File: config.mk
export PLATFORM = sky130hd
export DESIGN_NAME = ctrl_pipe_chain_flat
export DESIGN_NICKNAME = d
export VERILOG_FILES = /design/src/rtl/ctrl_pipe_chain_if.sv /design/src/rtl/ctrl_pipe_chain.sv /design/src/flat_wrapper.sv
export SDC_FILE = /design/constraint.sdc
export NUM_CORES = 1
export LEC_CHECK = 0
export CAP_MARGIN = 10
export CORE_AREA = 2 2 75 77
export CTS_BUF_LIST = sky130_fd_sc_hd__clkbuf_8
export DETAILED_ROUTE_END_ITERATION = 8
export DIE_AREA = 0 0 77 79
export PLACE_DENSITY = 0.86
export RECOVER_POWER = 100
export SLEW_MARGIN = 15
export SYNTH_ARGS = -nofsm -noshare
export SYNTH_HDL_FRONTEND = slang
export SYNTH_SLANG_ARGS = --single-unit
export TNS_END_PERCENT = 1
File: constraint.sdc
create_clock -name clk -period 2.79 [get_ports clk]
set_input_delay 0.558 -clock clk [delete_from_list [all_inputs] [get_ports clk]]
set_output_delay 0.558 -clock clk [all_outputs]
set_load 0.02 [all_outputs]
File: src/rtl/ctrl_pipe_chain_if.sv
// Purpose: bundles the control-pipeline handshake, stall/flush vectors and status outputs.
// Latency: none, wires only.
// Backpressure: in_ready_o reflects the combinational stall chain of the attached pipeline.
interface ctrl_pipe_chain_if #(
  parameter int WIDTH = 8,
  parameter int DEPTH = 3,
  parameter int CNT_W = 32
);
  logic                   in_valid_i;
  logic [WIDTH-1:0]       in_ctrl_i;
  logic [DEPTH-1:0]       stall_i;
  logic [DEPTH-1:0]       flush_i;
  logic                   in_ready_o;
  logic [DEPTH*WIDTH-1:0] ctrl_o;
  logic [DEPTH-1:0]       valid_o;
  logic                   retire_o;
  logic [CNT_W-1:0]       retire_cnt;

  // Decoder / hazard-unit side: drives the bundle and the per-stage stall/flush vectors.
  modport master (
    output in_valid_i, in_ctrl_i, stall_i, flush_i,
    input  in_ready_o, ctrl_o, valid_o, retire_o, retire_cnt
  );

  // Pipeline side.
  modport slave (
    input  in_valid_i, in_ctrl_i, stall_i, flush_i,
    output in_ready_o, ctrl_o, valid_o, retire_o, retire_cnt
  );
endinterface

File: src/rtl/ctrl_pipe_chain.sv
// Purpose: carries the decoded control bundle from D through DEPTH stages (E .. W) with valid/stall/flush.
// Latency: a bundle accepted at edge t sits in stage k after edge t+k; reaches W after DEPTH edges.
// Backpressure: a stall in stage k freezes k and every stage upstream; in_ready_o drops with any stall.
module ctrl_pipe_chain #(
  parameter int               WIDTH  = 8,
  parameter int               DEPTH  = 3,   // legal range 2..8
  parameter logic [WIDTH-1:0] BUBBLE = '0,
  parameter int               CNT_W  = 32
) (
  input  logic clk,
  input  logic reset,
  ctrl_pipe_chain_if.slave bus
);

  logic [DEPTH-1:0]            hold;
  logic [DEPTH-1:0]            vld_q;
  logic [DEPTH-1:0][WIDTH-1:0] ctrl_q;
  logic [CNT_W-1:0]            cnt_q;
  logic                        retire;

  // A stage holds when it or anything downstream of it stalls; flush never feeds this chain.
  always_comb begin
    hold = '0;
    for (int k = 0; k < DEPTH; k++) begin
      hold[k] = |(bus.stall_i >> k);
    end
  end

  // The W-stage instruction leaves the pipe only if it is valid, not stalled and not squashed.
  always_comb begin
    retire = vld_q[DEPTH-1] & ~bus.stall_i[DEPTH-1] & ~bus.flush_i[DEPTH-1];
  end

  // Stage registers: reset > flush > hold > load/bubble/copy. Invalid stages always carry BUBBLE.
  always_ff @(posedge clk) begin
    if (reset) begin
      vld_q <= '0;
      for (int k = 0; k < DEPTH; k++) begin
        ctrl_q[k] <= BUBBLE;
      end
    end else begin
      // Stage 0 loads straight from D.
      if (bus.flush_i[0]) begin
        vld_q[0]  <= 1'b0;
        ctrl_q[0] <= BUBBLE;
      end else if (!hold[0]) begin
        vld_q[0]  <= bus.in_valid_i;
        ctrl_q[0] <= bus.in_valid_i ? bus.in_ctrl_i : BUBBLE;
      end

      // Later stages copy their predecessor, or take a bubble when the predecessor is frozen.
      for (int k = 1; k < DEPTH; k++) begin
        if (bus.flush_i[k]) begin
          vld_q[k]  <= 1'b0;
          ctrl_q[k] <= BUBBLE;
        end else if (!hold[k]) begin
          if (hold[k-1]) begin
            vld_q[k]  <= 1'b0;
            ctrl_q[k] <= BUBBLE;
          end else begin
            vld_q[k]  <= vld_q[k-1];
            ctrl_q[k] <= ctrl_q[k-1];
          end
        end
      end
    end
  end

  // Retired-instruction counter; wraps naturally, reset takes priority over a retiring edge.
  always_ff @(posedge clk) begin
    if (reset) begin
      cnt_q <= '0;
    end else if (retire) begin
      cnt_q <= cnt_q + CNT_W'(1);
    end
  end

  assign bus.in_ready_o = ~hold[0];
  assign bus.ctrl_o     = ctrl_q;
  assign bus.valid_o    = vld_q;
  assign bus.retire_o   = retire;
  assign bus.retire_cnt = cnt_q;

endmodule

File: src/flat_wrapper.sv
// flat-port wrapper written by rule: the top's interface ports become plain ports
module ctrl_pipe_chain_flat 
#(
  parameter int               WIDTH  = 8,
  parameter int               DEPTH  = 3,                      
  parameter logic [WIDTH-1:0] BUBBLE = '0,
  parameter int               CNT_W  = 32
)
  (clk, reset, bus_in_valid_i, bus_in_ctrl_i, bus_stall_i, bus_flush_i, bus_in_ready_o, bus_ctrl_o, bus_valid_o, bus_retire_o, bus_retire_cnt);
  ctrl_pipe_chain_if #(.WIDTH(WIDTH), .DEPTH(DEPTH), .CNT_W(CNT_W)) bus_i ();
  input  logic clk;
  input  logic reset;
  input wire logic [$bits(bus_i.in_valid_i)-1:0] bus_in_valid_i;
  input wire logic [$bits(bus_i.in_ctrl_i)-1:0] bus_in_ctrl_i;
  input wire logic [$bits(bus_i.stall_i)-1:0] bus_stall_i;
  input wire logic [$bits(bus_i.flush_i)-1:0] bus_flush_i;
  output wire logic [$bits(bus_i.in_ready_o)-1:0] bus_in_ready_o;
  output wire logic [$bits(bus_i.ctrl_o)-1:0] bus_ctrl_o;
  output wire logic [$bits(bus_i.valid_o)-1:0] bus_valid_o;
  output wire logic [$bits(bus_i.retire_o)-1:0] bus_retire_o;
  output wire logic [$bits(bus_i.retire_cnt)-1:0] bus_retire_cnt;
  assign bus_i.in_valid_i = bus_in_valid_i;
  assign bus_i.in_ctrl_i = bus_in_ctrl_i;
  assign bus_i.stall_i = bus_stall_i;
  assign bus_i.flush_i = bus_flush_i;
  assign bus_in_ready_o = bus_i.in_ready_o;
  assign bus_ctrl_o = bus_i.ctrl_o;
  assign bus_valid_o = bus_i.valid_o;
  assign bus_retire_o = bus_i.retire_o;
  assign bus_retire_cnt = bus_i.retire_cnt;
  ctrl_pipe_chain #(.WIDTH(WIDTH), .DEPTH(DEPTH), .BUBBLE(BUBBLE), .CNT_W(CNT_W)) u_core (.clk(clk), .reset(reset), .bus(bus_i));
endmodule
==> results.sh <==
export IMPL_design_portCount=78
export IMPL_cts_resized_gates=0
export IMPL_placedInstanceArea_mm2=0.00341
export IMPL_maxCapViolCount=0
export IMPL_fin_worst_hold_slack_ns=0.470
export IMPL_drive_above_1_share=0.0829
export IMPL_syn_nets=307
export IMPL_cts_reportedPaths_clkPinSlew_ns=0.07
export IMPL_place_ws_ns=0.0736
export IMPL_synth_edf_count=0
export IMPL_detail_route_vias_per_cell=5.64
export IMPL_htree_levels=3
export IMPL_die_width_um=77
export IMPL_synth_seq_cells=59
export IMPL_grt_first_pass_wirelength_um=10800
export IMPL_postCtsHoldBufs=0
export IMPL_first_global_vias=2346
export IMPL_root_buffer="sky130_fd_sc_hd__clkbuf_8"
export IMPL_grt_antenna_before_repair=0
export IMPL_hold_violations=0
export IMPL_worst_slew_margin_rel=0.296
export IMPL_synth_distinct_cells=38
export IMPL_grt_max_degree=24
export IMPL_finalWeightedCongestion=0.820
export IMPL_die_h_um=79
export IMPL_vias=2515
export IMPL_critPathRequiredTime_ns=2.23
export IMPL_synth_main_ff_cell="sky130_fd_sc_hd__dfxtp_1"
export IMPL_outcome="completed"
export IMPL_ant_nets=0
export IMPL_first_iter_violations=96
export IMPL_layout_area_overhead_vs_synth_pct=41.4
export IMPL_crit_path_end="bus_retire_o"
export IMPL_worst_r2r_cell_count=5
export IMPL_netlist_area_leader_share=0.461
export IMPL_summed_negative_setup_slack_over_all_endpoints_ns=0
export IMPL_port_buffers=77
export IMPL_crit_path_start_kind="input pin"
export IMPL_worstMarginPinSlew_ns=1.06
export IMPL_total_power_mw=1.84
export IMPL_final_min_period_over_clock_period=0.939
export IMPL_cellPowerDensity_mw_per_mm2=508
export IMPL_timing_worst_setup_path_type="in -> out"
export IMPL_critical_path_reg2reg_startpoint="u_core.bus.retire_cnt[0]"
export IMPL_routed_wl_um=6320
export IMPL_postLayoutSetupSlackWorst_ns=0.169
export IMPL_drc=0
export IMPL_timing_clock_skew_ns=0.00869
export IMPL_final_instance_count_excl_fill=446
export IMPL_finalInstanceArea_mm2=0.00362
export IMPL_post_cts_buffers=0
export IMPL_yosysWarnings=0
export IMPL_post_place_cells=430
export IMPL_cp_max_fo=13
export IMPL_post_route_min_period_ns=2.62
export IMPL_leakage_power_of_the_design_nw=1.39
export IMPL_postSynth_asyncResetShare=0
export IMPL_nets=387
export IMPL_min_path_type="reg -> reg"
export IMPL_hpwl_um=4500
export IMPL_leading_area_contributor_after_synthesis="sky130_fd_sc_hd__dfxtp_1"
export IMPL_placementRows=27
export IMPL_synth_common_cells="sky130_fd_sc_hd__dfxtp_1 (59), sky130_fd_sc_hd__a21oi_1 (38), sky130_fd_sc_hd__nand2_1 (28)"
export IMPL_finalSetupViolCount=0
export IMPL_max_freq_mhz=382
export IMPL_worst_r2r_setup_slack_ns=0.72
export IMPL_startpoint="bus_stall_i[2]"
export IMPL_cells_after_synthesis=289
export IMPL_avgRoutedWirePerCell_um=14.2
export IMPL_synth_seq_area_share=0.461
export IMPL_clkSinkCount=59
export IMPL_total_standard_cell_area_after_synthesis_mm2=0.00256
export IMPL_tritoncts="built"
export IMPL_r2r_end="u_core.bus.retire_cnt[28]"
export IMPL_diodes=0
export IMPL_globalRouteTotalUtil=0.219
export IMPL_cts_inserted_buffers=9
export IMPL_grt_setup_unrepaired="no"
export IMPL_yosysMostFrequentCell="sky130_fd_sc_hd__dfxtp_1"
export IMPL_die_area_mm2=0.00608
export IMPL_layout_core_utilization=0.679
export IMPL_peakVddDrop_v=0.000315
export IMPL_final_max_slew_violation_count=0
export IMPL_initial_utilization=0.480
export IMPL_core_area_mm2=0.00534
export IMPL_postSynthAreaPerCell_um2=8.87
export IMPL_globalRouteOverflowTotal=0
export IMPL_worstSkewPairLatency_ns=0.33
export IMPL_clk_path_buf_depth=2
export IMPL_1st_pass_router_iterations=4
export IMPL_cp_arrival_ns=2.06
export IMPL_crit_path_end_kind="output port"
export IMPL_yosys_top_cells_area="sky130_fd_sc_hd__dfxtp_1 (46%), sky130_fd_sc_hd__a21oi_1 (7.4%), sky130_fd_sc_hd__o31ai_1 (4.4%)"
==> cells in the final DEF (no fill, tap or decap), drive strengths merged <==
cell and n:
or2 4, inv 4, mux2i 1, clkbuf 11, a22oi 9, ha 1, nor2 21, buf 7
or4 15, clkinv 3, xor2 8, o21ai 5, nand2 29, clkinvlp 1, nor4 1, and3 2
o31ai 15, bufinv 3, dlygate4sd3 61, and4 6, and4bb 1, nand4 12, nand3b 9, o21ba 1
nand3 18, and2 3, o31a 1, nor3b 1, dfxtp 59, or3 6, clkdlybuf4s50 16, a21oi 38
xnor2 2
==> power breakdown <==
group / switching (mW) / leakage [nW] / internal, mW
logic: 0.0364 / 0.799 / 0.0323
registers: 0.000928 / 0.475 / 0.843
clock network: 0.338 / 0.119 / 0.591
total: 0.376 / 1.39 / 1.47
==> final cells by class <==
cell class / instances / area (um^2)
Clock buffer: 9 / 124
Clock inverter: 7 / 116
Fill cell: 445 / 1710
Timing Repair Buffer: 86 / 831
Inverter: 4 / 15.0
Tap cell: 72 / 90.1
Sequential cell: 59 / 1180
Multi-Input combinational cell: 209 / 1270
==> kinds of logic after synthesis <==
logic type      synth area share
fa+ha+maj                0.00488
flops                      0.461
compound gates             0.162
buf+inv                   0.0371
simple gates               0.298
xor+xnor                  0.0342
mux                      0.00390
==> worst max-delay path, stage by stage <==
cell	delay, ns
sky130_fd_sc_hd__clkdlybuf4s50_1	0.41
sky130_fd_sc_hd__buf_4	0.18
sky130_fd_sc_hd__nor3b_2	0.21
sky130_fd_sc_hd__dlygate4sd3_1	0.70
==> metal layers <==
| layer | wire length, um | global-route usage | up-vias | part of all wire |
|---|---|---|---|---|
| met5 | 0 | 0 | - | 0 |
| met4 | 89 | 0.0732 | 0 | 0.014 |
| met3 | 529 | 0.0909 | 12 | 0.084 |
| met2 | 3040 | 0.363 | 97 | 0.48 |
| met1 | 2660 | 0.259 | 1173 | 0.42 |
| li1 | - | - | 1233 | - |
==> worst min path at each step <==
stage	from	endpoint	slack, ns	cells after the start
floorplan	u_core.bus.ctrl_o[10]	u_core.bus.ctrl_o[10]	0.54	2
global placement	u_core.bus.ctrl_o[8]	u_core.bus.ctrl_o[8]	0.45	2
detailed placement	u_core.bus.ctrl_o[5]	u_core.bus.ctrl_o[5]	0.46	2
CTS	u_core.bus.ctrl_o[8]	u_core.bus.ctrl_o[8]	0.47	2
global route	u_core.bus.ctrl_o[8]	u_core.bus.ctrl_o[8]	0.49	2
finish	u_core.bus.ctrl_o[5]	u_core.bus.ctrl_o[5]	0.47	2
==> flip-flops by register name (all words and copies together), names as in the netlist <==
register               cells
u_core.bus.ctrl_o         24
u_core.bus.retire_cnt     32
u_core.bus.valid_o         3
(Power assumes the default switching activity.)
==> patch (same flow settings) <==
`CNT_W` is set to 32 in 3 places; all go to 24.
--- a/src/rtl/ctrl_pipe_chain_if.sv
+++ b/src/rtl/ctrl_pipe_chain_if.sv
@@ -4,7 +4,7 @@
 interface ctrl_pipe_chain_if #(
   parameter int WIDTH = 8,
   parameter int DEPTH = 3,
-  parameter int CNT_W = 32
+  parameter int CNT_W = 24
 );
   logic                   in_valid_i;
   logic [WIDTH-1:0]       in_ctrl_i;
--- a/src/rtl/ctrl_pipe_chain.sv
+++ b/src/rtl/ctrl_pipe_chain.sv
@@ -5,7 +5,7 @@
   parameter int               WIDTH  = 8,
   parameter int               DEPTH  = 3,   // legal range 2..8
   parameter logic [WIDTH-1:0] BUBBLE = '0,
-  parameter int               CNT_W  = 32
+  parameter int               CNT_W  = 24
 ) (
   input  logic clk,
   input  logic reset,
--- a/src/flat_wrapper.sv
+++ b/src/flat_wrapper.sv
@@ -4,7 +4,7 @@
   parameter int               WIDTH  = 8,
   parameter int               DEPTH  = 3,                      
   parameter logic [WIDTH-1:0] BUBBLE = '0,
-  parameter int               CNT_W  = 32
+  parameter int               CNT_W  = 24
 )
   (clk, reset, bus_in_valid_i, bus_in_ctrl_i, bus_stall_i, bus_flush_i, bus_in_ready_o, bus_ctrl_o, bus_valid_o, bus_retire_o, bus_retire_cnt);
   ctrl_pipe_chain_if #(.WIDTH(WIDTH), .DEPTH(DEPTH), .CNT_W(CNT_W)) bus_i ();
Ports: changed (resized bus_retire_cnt); port bits go from 78 to 70. No check against the original RTL was run, so the function may have changed too.
==> patch against the original RTL <==
- sequential cell count shrank 8
- clock skew decreased by 0.0018 ns
- setup slack gained 0.010 ns
- sequential share of layout area grew 1.3 points
- via count shrank 20%
- power decreased by 24%
- count of clock-buffer cells in the layout decreased by 4
- cell area decreased by 17%
- synthesized area down 16%
- routed wire length is 13% lower
- critical endpoint unchanged
==> patch: results (changes against the original RTL) <==
- Mux share of post-synthesis cell area: 0.00465 (was 0.00390)
- Drt first pass iters: 4 (unchanged)
- Hold EP: u_core.bus.ctrl_o[7]$_SDFFE_PP0P_ (was u_core.bus.ctrl_o[5]$_SDFFE_PP0P_)
- Overall routed net length: 5.49 mm (was 6.32 mm)
- GRT Util Overall: 0.181 (was 0.219)
- Leak: 1.13 nW (was 1.39 nW)
- First-pass GRT wire length: 8.80 mm (was 10.8 mm)
- CTS buffer count: 5 (was 9)
- GR Overflow Total: 0 (unchanged)
- Reg2Reg Depth: 4 (was 5)
- Detail Placement HPWL: 4.00 mm (was 4.50 mm)
- Clock Pin Slew Worst Setup and Hold Paths: 0.09 ns (was 0.07 ns)
- Dpl ws: 0.0756 ns (was 0.0736 ns)
- Ys Warns: 0 (unchanged)
- Worst-Margin Slew: 0.738 ns (was 1.06 ns)
- Gpl congestion: 0.792 (was 0.820)
- Synthesized-area fraction occupied by adder cells: 0.00582 (was 0.00488)
- Worst r2r dst: u_core.bus.retire_cnt[17]$_SDFFE_PP0P_ (was u_core.bus.retire_cnt[28]$_SDFFE_PP0P_)
- Worst R2R Setup Slack: 0.92 ns (was 0.72 ns)
- Synthesized Nets: 262 (was 307)
- Fill cell count: 495 (was 445)
- Synth Area in XOR/XNOR: 0.0448 (was 0.0342)
- Hold Path Class: reg2reg (unchanged)
- H-tree Lvls: 2 (was 3)
- Peak VDD IR: 0.000278 V (was 0.000315 V)
- # port buffers: 69 (was 77)
- Synth unique cells: 33 (was 38)
- Reg-to-reg startpoint: u_core.bus.retire_cnt[3]$_SDFFE_PP0P_ (was u_core.bus.retire_cnt[0]$_SDFFE_PP0P_)
- Status: finished clean (unchanged)
- Final Net Count: 331 (was 387)
- Sequential share of the synthesized area: 0.475 (was 0.461)
- Synth top area cells: dfxtp_1 (47%), a21oi_1 (7.0%), nand2_1 (4.5%) (was dfxtp_1 (46%), a21oi_1 (7.4%), o31ai_1 (4.4%))
- Layout cell share with drive strength beyond 1: 0.0510 (was 0.0829)
- Worst path arrival time: 2.05 ns
- ANT cells: 0 (unchanged)
- Via Count: 2022 (was 2515)
- Starting DRT DRC Count: 117 (was 96)
- Clock Tree Root: clkbuf_8 (unchanged)
- Worst Hold Depth: 2 (unchanged)
- Hold_sp: u_core.bus.ctrl_o[7]$_SDFFE_PP0P_ (was u_core.bus.ctrl_o[5]$_SDFFE_PP0P_)
- Worst-path fanout max: 14 (was 13)
- Asr flop ratio synth: 0 (unchanged)
- Worst-Skew Late Latency: 0.31 ns (was 0.33 ns)
- Post-synthesis compound-gate area fraction: 0.141 (was 0.162)
- Vias in the first global route: 1916 (was 2346)
- Commonest cells post-synth: dfxtp_1 (51), a21oi_1 (30), nand2_1 (26) (was dfxtp_1 (59), a21oi_1 (38), nand2_1 (28))
- Largest net degree at the start of global routing: 19 (was 24)
- Post-CTS sizing: 0 (unchanged)
- Clk_skew: 0.00685 ns (was 0.00869 ns)
[patch: changes by cell type in the layout (fill, tap and decap cells not counted), moves of 5 or more]
| cell | change |
|---|---|
| a21oi_1 | -8 |
| nand3_1 | -5 |
| o31ai_1 | -5 |
| dfxtp_1 | -8 |
| dlygate4sd3_1 | -9 |
[patch: worst max-delay path, cell delays in order]
cell             delay [ns]
clkdlybuf4s50_1        0.42
buf_4                  0.19
nor3b_2                0.24
clkdlybuf4s50_1        0.64
[patch: layout make-up]
class | count | area, sq um | area share
multi-input cells | 177 | 1040 | 0.346
flip-flops and latches | 51 | 1020 | 0.339
repair buffers | 76 | 722 | 0.239
well taps | 72 | 90.1 | 0.0299
clock buffers | 5 | 68.8 | 0.0228
clock inverters | 3 | 63.8 | 0.0212
inverters | 2 | 7.51 | 0.00249
[patch: logic make-up (layout without fill, tap and decap cells)]
logic type,after synthesis,count (layout)
adder cells (fa/ha/maj),1,1
multiplexers,1,1
XOR/XNOR,11,11
AND/OR/NAND/NOR,113,113
flip-flops,51,51
buffers and inverters,16,86
AO/OA/AOI/OAI,51,51
[patch: routing by layer]
layer  vias up  global-route usage  routed length (um)
met5         -                   0                   0
met3         6              0.0614                 374
met1       935               0.198                2290
li1       1026                   -                   -
met4         0              0.0554                  64
met2        55               0.332                2770
[patch: worst max-delay path by stage]
stage / startpoint / to / slack (ns) / cells past startpoint
floorplan: bus_stall_i[2] / bus_in_ready_o / 0.93 / 3
global placement: bus_stall_i[0] / bus_in_ready_o / 0.09 / 4
detailed placement: bus_stall_i[0] / bus_in_ready_o / 0.08 / 4
CTS: bus_stall_i[0] / bus_in_ready_o / 0.06 / 4
global route: bus_stall_i[2] / bus_retire_o / 0.12 / 4
finish: bus_stall_i[2] / bus_retire_o / 0.18 / 4
[patch: power by group]
group          internal (mW)  switching (mW)  total [mW]
clock                  0.355           0.242       0.596
sequential             0.728        0.000932       0.729
combinational         0.0311          0.0345      0.0655
total                   1.11           0.277        1.39
[patch: metrics by stage]
| stage | instance area (sq um) | hold WS, ns | std cells | util |
|---|---|---|---|---|
| 4_1_cts | 3060 | 0.476 | 386 | 0.573 |
| 2_1_floorplan | 2150 | 0.542 | 244 | - |
| 6_report | 3020 | 0.471 | 386 | 0.565 |
| 3_3_place_gp | 2930 | 0.453 | 378 | 0.548 |
| 3_5_place_dp | 2930 | 0.462 | 378 | 0.548 |
| 5_1_grt | 3020 | 0.494 | 386 | 0.565 |
